<file path="config.mk">
export PLATFORM = sky130hd
export DESIGN_NAME = pingpong_bank_ctrl_flat
export DESIGN_NICKNAME = d
export VERILOG_FILES = /design/src/rtl/pingpong_bank_ctrl_if.sv /design/src/rtl/pingpong_bank_ctrl.sv /design/src/flat_wrapper.sv
export SDC_FILE = /design/constraint.sdc
export NUM_CORES = 1
export LEC_CHECK = 0
export CORE_UTILIZATION = 35
export DETAILED_ROUTE_END_ITERATION = 10
export HOLD_SLACK_MARGIN = 0.03
export MAX_ROUTING_LAYER = met4
export PLACE_DENSITY = 0.67
export SYNTH_ARGS = -nofsm -noshare
export SYNTH_HDL_FRONTEND = slang
export SYNTH_SLANG_ARGS = --single-unit
</file>
<file path="constraint.sdc">
create_clock -name clk -period 2 [get_ports clk]
set_clock_uncertainty 0.05 [all_clocks]
set_input_delay 0.2 -clock clk [delete_from_list [all_inputs] [get_ports clk]]
set_output_delay 0.2 -clock clk [all_outputs]
set_load 0.03 [all_outputs]
</file>
<file path="src/rtl/pingpong_bank_ctrl_if.sv">
// Producer/consumer handshake and lane FIFO strobe/flag bundle for the ping-pong bank controller.
// The slave modport is the controller; the master side is the datapath and its environment.
interface pingpong_bank_ctrl_if #(
  parameter int unsigned LANES = 4
);
  logic               in_valid;
  logic               in_ready;
  logic               out_ready;
  logic               out_valid;
  logic               rdata_vld;
  logic               rd_last;
  logic [2*LANES-1:0] fifo_wr;
  logic [2*LANES-1:0] fifo_rd;
  logic [2*LANES-1:0] fifo_empty;
  logic [2*LANES-1:0] fifo_full;
  logic               wr_bank;
  logic               rd_bank;
  logic [3:0]         fifo_state;
  logic               err;

  modport slave (
    input  in_valid, out_ready, fifo_empty, fifo_full,
    output in_ready, out_valid, rdata_vld, rd_last, fifo_wr, fifo_rd,
           wr_bank, rd_bank, fifo_state, err
  );

  modport master (
    output in_valid, out_ready, fifo_empty, fifo_full,
    input  in_ready, out_valid, rdata_vld, rd_last, fifo_wr, fifo_rd,
           wr_bank, rd_bank, fifo_state, err
  );
endinterface

</file>
<file path="src/rtl/pingpong_bank_ctrl.sv">
// Ping-pong bank sequencer: fills one bank of lane FIFOs row by row while draining the other,
// issues per-FIFO strobes and cross-checks the FIFO flags against the bank state.
module pingpong_bank_ctrl #(
  parameter int unsigned LANES  = 4,
  parameter int unsigned DEPTH  = 4,
  parameter int unsigned CWIDTH = 3
) (
  input logic                    clk,
  input logic                    rst_n,
  pingpong_bank_ctrl_if.slave    bus
);

  typedef enum logic [1:0] {
    StEmpty    = 2'b00,
    StFilling  = 2'b01,
    StFull     = 2'b10,
    StDraining = 2'b11
  } bank_st_e;

  localparam logic [2*LANES-1:0] Bank0Mask = {{LANES{1'b0}}, {LANES{1'b1}}};
  localparam logic [2*LANES-1:0] Bank1Mask = ~Bank0Mask;
  localparam logic [CWIDTH-1:0]  LastRow   = CWIDTH'(DEPTH - 1);

  bank_st_e          state_q [2];
  bank_st_e          state_d [2];
  logic [CWIDTH-1:0] wcnt_q  [2];
  logic [CWIDTH-1:0] wcnt_d  [2];
  logic [CWIDTH-1:0] rcnt_q  [2];
  logic [CWIDTH-1:0] rcnt_d  [2];
  logic              wr_bank_q, wr_bank_d;
  logic              rd_bank_q, rd_bank_d;
  logic              err_q, err_d;
  logic              rdata_vld_q, rdata_vld_d;
  logic              rd_last_q, rd_last_d;
  logic              chk_en_q;

  logic              in_ready, out_valid, wr_beat, rd_beat;
  logic [1:0]        empty_ok, full_ok;

  always_ff @(posedge clk or negedge rst_n) begin
    if (!rst_n) begin
      for (int b = 0; b < 2; b++) begin
        state_q[b] <= StEmpty;
        wcnt_q[b]  <= '0;
        rcnt_q[b]  <= '0;
      end
      wr_bank_q   <= 1'b0;
      rd_bank_q   <= 1'b0;
      err_q       <= 1'b0;
      rdata_vld_q <= 1'b0;
      rd_last_q   <= 1'b0;
      chk_en_q    <= 1'b0;
    end else begin
      for (int b = 0; b < 2; b++) begin
        state_q[b] <= state_d[b];
        wcnt_q[b]  <= wcnt_d[b];
        rcnt_q[b]  <= rcnt_d[b];
      end
      wr_bank_q   <= wr_bank_d;
      rd_bank_q   <= rd_bank_d;
      err_q       <= err_d;
      rdata_vld_q <= rdata_vld_d;
      rd_last_q   <= rd_last_d;
      chk_en_q    <= 1'b1;
    end
  end

  always_comb begin
    in_ready  = (state_q[wr_bank_q] == StEmpty) || (state_q[wr_bank_q] == StFilling);
    out_valid = (state_q[rd_bank_q] == StFull) || (state_q[rd_bank_q] == StDraining);
    wr_beat   = bus.in_valid & in_ready;
    rd_beat   = out_valid & bus.out_ready;
  end

  // Write and read beats can never hit the same bank: their state preconditions are disjoint.
  always_comb begin
    for (int b = 0; b < 2; b++) begin
      state_d[b] = state_q[b];
      wcnt_d[b]  = wcnt_q[b];
      rcnt_d[b]  = rcnt_q[b];
    end
    wr_bank_d   = wr_bank_q;
    rd_bank_d   = rd_bank_q;
    rdata_vld_d = rd_beat;
    rd_last_d   = 1'b0;

    if (wr_beat) begin
      if (wcnt_q[wr_bank_q] == LastRow) begin
        state_d[wr_bank_q] = StFull;
        wcnt_d[wr_bank_q]  = '0;
        wr_bank_d          = ~wr_bank_q;
      end else begin
        state_d[wr_bank_q] = StFilling;
        wcnt_d[wr_bank_q]  = wcnt_q[wr_bank_q] + CWIDTH'(1);
      end
    end

    if (rd_beat) begin
      if (rcnt_q[rd_bank_q] == LastRow) begin
        state_d[rd_bank_q] = StEmpty;
        rcnt_d[rd_bank_q]  = '0;
        rd_bank_d          = ~rd_bank_q;
        rd_last_d          = 1'b1;
      end else begin
        state_d[rd_bank_q] = StDraining;
        rcnt_d[rd_bank_q]  = rcnt_q[rd_bank_q] + CWIDTH'(1);
      end
    end
  end

  always_comb begin
    empty_ok[0] = (bus.fifo_empty & Bank0Mask) == Bank0Mask;
    empty_ok[1] = (bus.fifo_empty & Bank1Mask) == Bank1Mask;
    full_ok[0]  = (bus.fifo_full & Bank0Mask) == Bank0Mask;
    full_ok[1]  = (bus.fifo_full & Bank1Mask) == Bank1Mask;
    err_d       = err_q;
    if (chk_en_q) begin
      for (int b = 0; b < 2; b++) begin
        if ((state_q[b] == StEmpty && !empty_ok[b]) || (state_q[b] == StFull && !full_ok[b])) begin
          err_d = 1'b1;
        end
      end
    end
  end

  assign bus.in_ready   = in_ready;
  assign bus.out_valid  = out_valid;
  assign bus.fifo_wr    = wr_beat ? (wr_bank_q ? Bank1Mask : Bank0Mask) : '0;
  assign bus.fifo_rd    = rd_beat ? (rd_bank_q ? Bank1Mask : Bank0Mask) : '0;
  assign bus.rdata_vld  = rdata_vld_q;
  assign bus.rd_last    = rd_last_q;
  assign bus.wr_bank    = wr_bank_q;
  assign bus.rd_bank    = rd_bank_q;
  assign bus.fifo_state = {state_q[1], state_q[0]};
  assign bus.err        = err_q;

endmodule

</file>
<file path="src/flat_wrapper.sv">
// flat-port wrapper written by rule: the top's interface ports become plain ports
module pingpong_bank_ctrl_flat 
#(
  parameter int unsigned LANES  = 4,
  parameter int unsigned DEPTH  = 4,
  parameter int unsigned CWIDTH = 3
)
  (clk, rst_n, bus_in_valid, bus_out_ready, bus_fifo_empty, bus_fifo_full, bus_in_ready, bus_out_valid, bus_rdata_vld, bus_rd_last, bus_fifo_wr, bus_fifo_rd, bus_wr_bank, bus_rd_bank, bus_fifo_state, bus_err);
  pingpong_bank_ctrl_if #(.LANES(LANES)) bus_i ();
  input logic clk;
  input logic rst_n;
  input wire logic [$bits(bus_i.in_valid)-1:0] bus_in_valid;
  input wire logic [$bits(bus_i.out_ready)-1:0] bus_out_ready;
  input wire logic [$bits(bus_i.fifo_empty)-1:0] bus_fifo_empty;
  input wire logic [$bits(bus_i.fifo_full)-1:0] bus_fifo_full;
  output wire logic [$bits(bus_i.in_ready)-1:0] bus_in_ready;
  output wire logic [$bits(bus_i.out_valid)-1:0] bus_out_valid;
  output wire logic [$bits(bus_i.rdata_vld)-1:0] bus_rdata_vld;
  output wire logic [$bits(bus_i.rd_last)-1:0] bus_rd_last;
  output wire logic [$bits(bus_i.fifo_wr)-1:0] bus_fifo_wr;
  output wire logic [$bits(bus_i.fifo_rd)-1:0] bus_fifo_rd;
  output wire logic [$bits(bus_i.wr_bank)-1:0] bus_wr_bank;
  output wire logic [$bits(bus_i.rd_bank)-1:0] bus_rd_bank;
  output wire logic [$bits(bus_i.fifo_state)-1:0] bus_fifo_state;
  output wire logic [$bits(bus_i.err)-1:0] bus_err;
  assign bus_i.in_valid = bus_in_valid;
  assign bus_i.out_ready = bus_out_ready;
  assign bus_i.fifo_empty = bus_fifo_empty;
  assign bus_i.fifo_full = bus_fifo_full;
  assign bus_in_ready = bus_i.in_ready;
  assign bus_out_valid = bus_i.out_valid;
  assign bus_rdata_vld = bus_i.rdata_vld;
  assign bus_rd_last = bus_i.rd_last;
  assign bus_fifo_wr = bus_i.fifo_wr;
  assign bus_fifo_rd = bus_i.fifo_rd;
  assign bus_wr_bank = bus_i.wr_bank;
  assign bus_rd_bank = bus_i.rd_bank;
  assign bus_fifo_state = bus_i.fifo_state;
  assign bus_err = bus_i.err;
  pingpong_bank_ctrl #(.LANES(LANES), .DEPTH(DEPTH), .CWIDTH(CWIDTH)) u_core (.clk(clk), .rst_n(rst_n), .bus(bus_i));
endmodule
</file>
==> Yosys cells after proc, flatten, opt, wreduce, memory -nomap -nowiden <==
Cells that the tools add are included.
{ "totals": {"word_cells": 105, "input_bits": 20, "reg_bits": 22, "output_inout_bits": 27} }
{ "classes": {"n_reduce_logical": 21, "n_addsub": 2, "muxes": 36, "n_bitwise": 19, "n_lt_le_gt_ge": 4, "eq_ne": 11} }
{ "op_table": {"columns": ["operator", "n"], "rows": [
  ["$mux W8", 4],
  ["$mux W3", 8],
  ["$eq A4 B4 Y1 const B", 4],
  ["$mux W2", 8],
  ["$mux W4", 4],
  ["$and A6 B6 Y6", 2],
  ["$bwmux W6", 2],
  ["$mux W6", 2],
  ["$not A6 Y6", 2],
  ["$eq A2 B2 Y1 const B", 4],
  ["$add A3 B1 Y3 const B", 2],
  ["$demux W3 S1", 2],
  ["$eq A3 B2 Y1 const B", 2],
  ["$logic_and A1 B1 Y1", 6],
  ["$logic_not A2 Y1", 3],
  ["$reduce_and A2 Y1", 3],
  ["$and A2 B2 Y2", 2],
  ["$and A4 B4 Y4", 1],
  ["$demux W2 S1", 2],
  ["$ge A2 B2 Y1 const B", 2],
  ["$logic_not A1 Y1", 4],
  ["$logic_or A1 B1 Y1", 4],
  ["$lt A2 B1 Y1 const B", 2],
  ["$mux W1", 4],
  ["other kinds (9)", 14]
]} }

==> Longest topological paths before layout <==
{ "logic_depth": {"ltp_word": 12, "ltp_mapped": 7, "ltp_nobuf": 6} }

==> Worst setup path before layout <==
No wires, ideal clock.
{ "synth_path": {"path_kind": "register to register", "from": "reg u_core.rd_bank_q (netlist: u_core.bus.rd_bank)", "to": "reg u_core.rd_bank_q (netlist: u_core.bus.rd_bank)", "required_ns": 1.829, "period_less_slack_ns": 2.036, "stages_incl_launch_ff": 7, "setup_ns": 0.121, "t_arrival_ns": 1.866, "path_buffers": 2, "slack_ns": -0.036, "cell_sequence": "dfrtp_1 > buf_2 > mux2_2 > ha_1 > ha_1 > clkbuf_1 > a22o_1"} }
{ "synth_via": {"elab_chain_cells": 8, "word_cells_on_any_way": 14, "cone_classes": "3 x eq/ne; 6 x mux; 3 x bitwise; 2 x reduce/logical"} }
{ "synth_lines": {"columns": ["item", "line", "text"], "rows": [
  ["start: declaration", "pingpong_bank_ctrl.sv:31", "logic rd_bank_q, rd_bank_d;"],
  ["start signal: assignment", "pingpong_bank_ctrl.sv:60", "rd_bank_q <= rd_bank_d;"],
  ["$not A1 Y2 (implied by the code)", "pingpong_bank_ctrl.sv:70, pingpong_bank_ctrl.sv:99", null],
  ["$mux W2 (implied by the code) (3 in a row)", "pingpong_bank_ctrl.sv:70", "out_valid = (state_q[rd_bank_q] == StFull) || (state_q[rd_bank_q] == StDraining);"],
  ["$eq A2 B2 Y1", "pingpong_bank_ctrl.sv:70", null],
  ["$logic_or A1 B1 Y1", "pingpong_bank_ctrl.sv:70", null],
  ["$and A1 B1 Y1", "pingpong_bank_ctrl.sv:72", "rd_beat = out_valid & bus.out_ready;"],
  ["$reduce_and A2 Y1 (no line)", null, null]
]} }
Several ways; a longest one is shown, not always the timed one. The select of a mux whose other input is x is not followed.
A chain may end at the register's enable or synchronous reset.

==> Final worst setup path <==
{ "layout_path": {"from": "reg u_core.rd_bank_q (netlist: u_core.bus.rd_bank)", "to": "reg u_core.rcnt_q[1] in the netlist's numbering"} }
{ "layout_via": {"elab_chain_cells": 8, "word_cells_on_any_way": 22, "cone_classes": "1 x add/sub; 2 x order compare; 3 x eq/ne; 10 x mux; 4 x bitwise; 2 x reduce/logical"} }
{ "layout_lines": {"columns": ["item", "line", "text"], "rows": [
  ["$not A1 Y2 (implied by the code) *", null, null],
  ["parallel branches: the longest is 7 deep, another holds $add A3 B1 Y3", null, null],
  ["end signal: indexed assignment", "pingpong_bank_ctrl.sv:57", "rcnt_q[b] <= rcnt_d[b];"],
  ["end: declaration", "pingpong_bank_ctrl.sv:28", "logic [CWIDTH-1:0] rcnt_q [2];"]
]} }
Every way passes the cells marked *. The select of a mux whose other input is x is not followed.

==> metrics.csv <==
metric;value;unit
drv_cap;0;
worstPathArrival;2080;ps
synth_mux_area_share;9.12;%
drc;0;
synthTopCellsByArea;dfrtp_1 46%, buf_4 7.5%, ha_1 5.2%;
cts-root-buf;clkbuf_4;
portBuffers;46;
wl_per_cell;12.8;um
synth.avg_cell_area;10.6;um2
boundaryPins;47;
cts.sink_count;22;
synth_common_cells;22 x dfrtp_1, 12 x buf_4, 10 x nand2_1;
drtIter0Drc;22;
grt_overflow;0;
grt_use_total;14.9;%
grt_pass1_vias;856;
worst_ep_required_time;2200;ps
synth_top_family_by_area;simple AND/OR/NAND/NOR gates;
postSynthCellCount;114;
synth_compound_gate_area_share;12.1;%
cts_buffers;3;
first_pass_iters;4;
worstMarginPinSlew;562;ps
ys_warn_count;0;
yosysUniqueCellTypes;36;
synth_edf_count;0;
cts_setup_buffers;0;
row_count;20;
synth_most_common_cell;dfrtp_1;
cts_tree;built;
clk_path_buf_depth;2;
setup_tns;0;ps
fill_cells;299;
period_minus_slack;1880;ps
startpoint_type;flip-flop;
area_delta_synth_final;33.2;%
synth_top_cell_by_area;dfrtp_1;
cp-end-kind;flip-flop;
layout-drive-gt1-share;25.5;%
maxSlewHeadroom;62.4;%
setup_viol;0;
critPathKind;flip-flop to flip-flop;
final_util;51.0;%
drt-vias-per-instance;4.83;
grt_max_degree;13;
critPathMaxFanout;12;
max_freq;532;MHz
htree_levels;1;
p_leak;0.000754;uW
vias;932;
power_density;1570;nW/um2
syn_area;1210;um2
ys_seq_elements;22;
path_clk_slew;140;ps
routed_wl;2480;um
yosys.area_share.simple;14.9;%
dieArea;3690;um2
grt_pass1_wl;3880;um
syn_nets;139;
gp_congestion;0.767;
antenna_found_initial;0;
status;finished, final reports clean;
antennaDiodeCount;0;
vdd_drop_max;0.000599;V
start_util;38.3;%
async_reset_ff_share;100;%
synthFlopType;dfrtp_1;
synth_top_area_share;45.6;%
timing.final.crit_share;94.0;%
ys_seq_area_share;45.6;%
synth-xor-area-share;0.725;%
rsz0062_at_grt;false;
final_max_slew_viol_count;0;
min_path_type;input pin to async pin;
post-place-ws;125;ps
synthAdderAreaFrac;5.18;%
die_h;60.7;um
core_area;3150;um2
clk_latency;320;ps
die_w;60.7;um
final.setup.worst_slack;120;ps
postRouteAntennaNets;0;
hold_viol;0;
dpl.hpwl;1970;um
finalNetCount;175;
[power breakdown]
part | internal (uW) | leakage, uW | switching [uW]
Combinational | 628 | 0.000466 | 830
Clock | 111 | 0.0000210 | 146
Sequential | 625 | 0.000267 | 183
Total | 1360 | 0.000754 | 1160
[sequential cells by signal, indices dropped and copies added, names as in the netlist]
register,count
u_core.bus.rd_last,1
u_core.bus.rd_bank,1
u_core.rcnt_q,6
u_core.bus.rdata_vld,1
u_core.bus.err,1
u_core.chk_en_q,1
u_core.wcnt_q,6
u_core.bus.fifo_state,4
u_core.bus.wr_bank,1
[stage by stage]
stage	area [um2]	instances	total power [uW]	hold WS, ps
final	1610	193	2520	175
after CTS	1610	193	2550	187
after detailed placement	1570	189	2320	412
after global routing	1610	193	2720	204
after floorplan	1210	114	1900	-146
after global placement	1570	189	2280	408
[worst max-delay path, stage by stage (launching register included)]
cell      delay, ps
dfrtp_2         490
mux2_2          360
ha_1            210
ha_1            350
nand2b_1        210
o21ai_0         140
[final timing paths]
path	start	end	slack, ps	depth (start not counted)
setup / recovery	u_core.bus.rd_bank	u_core.rcnt_q[1]	120	5
hold reg to reg	u_core.bus.err	u_core.bus.err	430	1
setup reg to reg	u_core.bus.rd_bank	u_core.rcnt_q[1]	120	5
hold / removal	rst_n	u_core.wcnt_q[0]	170	1
max in group asynchronous	rst_n	u_core.bus.wr_bank	1140	2
min in group clk	u_core.bus.err	u_core.bus.err	430	1
[cell type report]
| cell class | instances | area [um2] | area share [%] |
|---|---|---|---|
| clock buffers | 4 | 36.3 | 2.26 |
| inverters | 5 | 18.8 | 1.17 |
| multi-input cells | 70 | 512 | 31.8 |
| flip-flops and latches | 22 | 553 | 34.4 |
| well taps | 44 | 55.1 | 3.42 |
| repair buffers | 48 | 433 | 26.9 |
[logic make-up (layout without fill, tap and decap cells)]
group,after synthesis,in the layout
compound gates,21,21
flops,22,22
fa+ha+maj,5,5
buf+inv,22,57
other cells,1,1
xor+xnor,1,1
simple gates,32,32
mux,10,10
[routing by layer]
metal / GRT usage (%) / share of wire [%] / vias up
met5: - / 0 / -
met4: 7.79 / 1.1 / 0
met3: 2.13 / 7.5 / 2
met2: 25.1 / 49 / 36
met1: 17.1 / 43 / 434
li1: - / - / 460
[placed cells by master (no fill, tap or decap)]
cell type / synthesis / layout
inv_1: 3 / 3
nand3_2: 2 / 2
o31ai_1: 4 / 4
or3_1: 1 / 1
o21ai_2: 1 / 1
nor3_1: 4 / 4
mux2_2: 5 / 5
buf_4: 12 / 18
ha_1: 5 / 5
o21ai_0: 5 / 5
nor2_1: 2 / 2
o22ai_1: 1 / 1
and3_1: 1 / 1
inv_2: 2 / 2
nand4_1: 4 / 4
nor3b_1: 2 / 2
dfrtp_1: 22 / 20
nand2b_1: 2 / 2
mux2i_1: 4 / 4
clkdlybuf4s50_1: 0 / 28
a22o_1: 1 / 1
conb_1: 1 / 1
nand3b_2: 1 / 1
clkbuf_4: 0 / 3
and2_1: 1 / 1
a21o_1: 4 / 4
mux2i_2: 1 / 1
a21oi_1: 2 / 2
dfrtp_2: 0 / 2
o221ai_2: 1 / 1
or2_1: 1 / 1
clkbuf_8: 0 / 1
dlygate4sd2_1: 0 / 2
xnor2_1: 1 / 1
nand2_2: 1 / 1
nand2_1: 10 / 10
a31oi_1: 2 / 2
[what timing repair did]
item                                    4_1_cts  5_1_grt
resized for setup                             2        1
hold buffers                                  0        0
endpoints found under the hold margin         0        0
endpoints found under the setup margin        2        9
(Power assumes the default switching activity.)
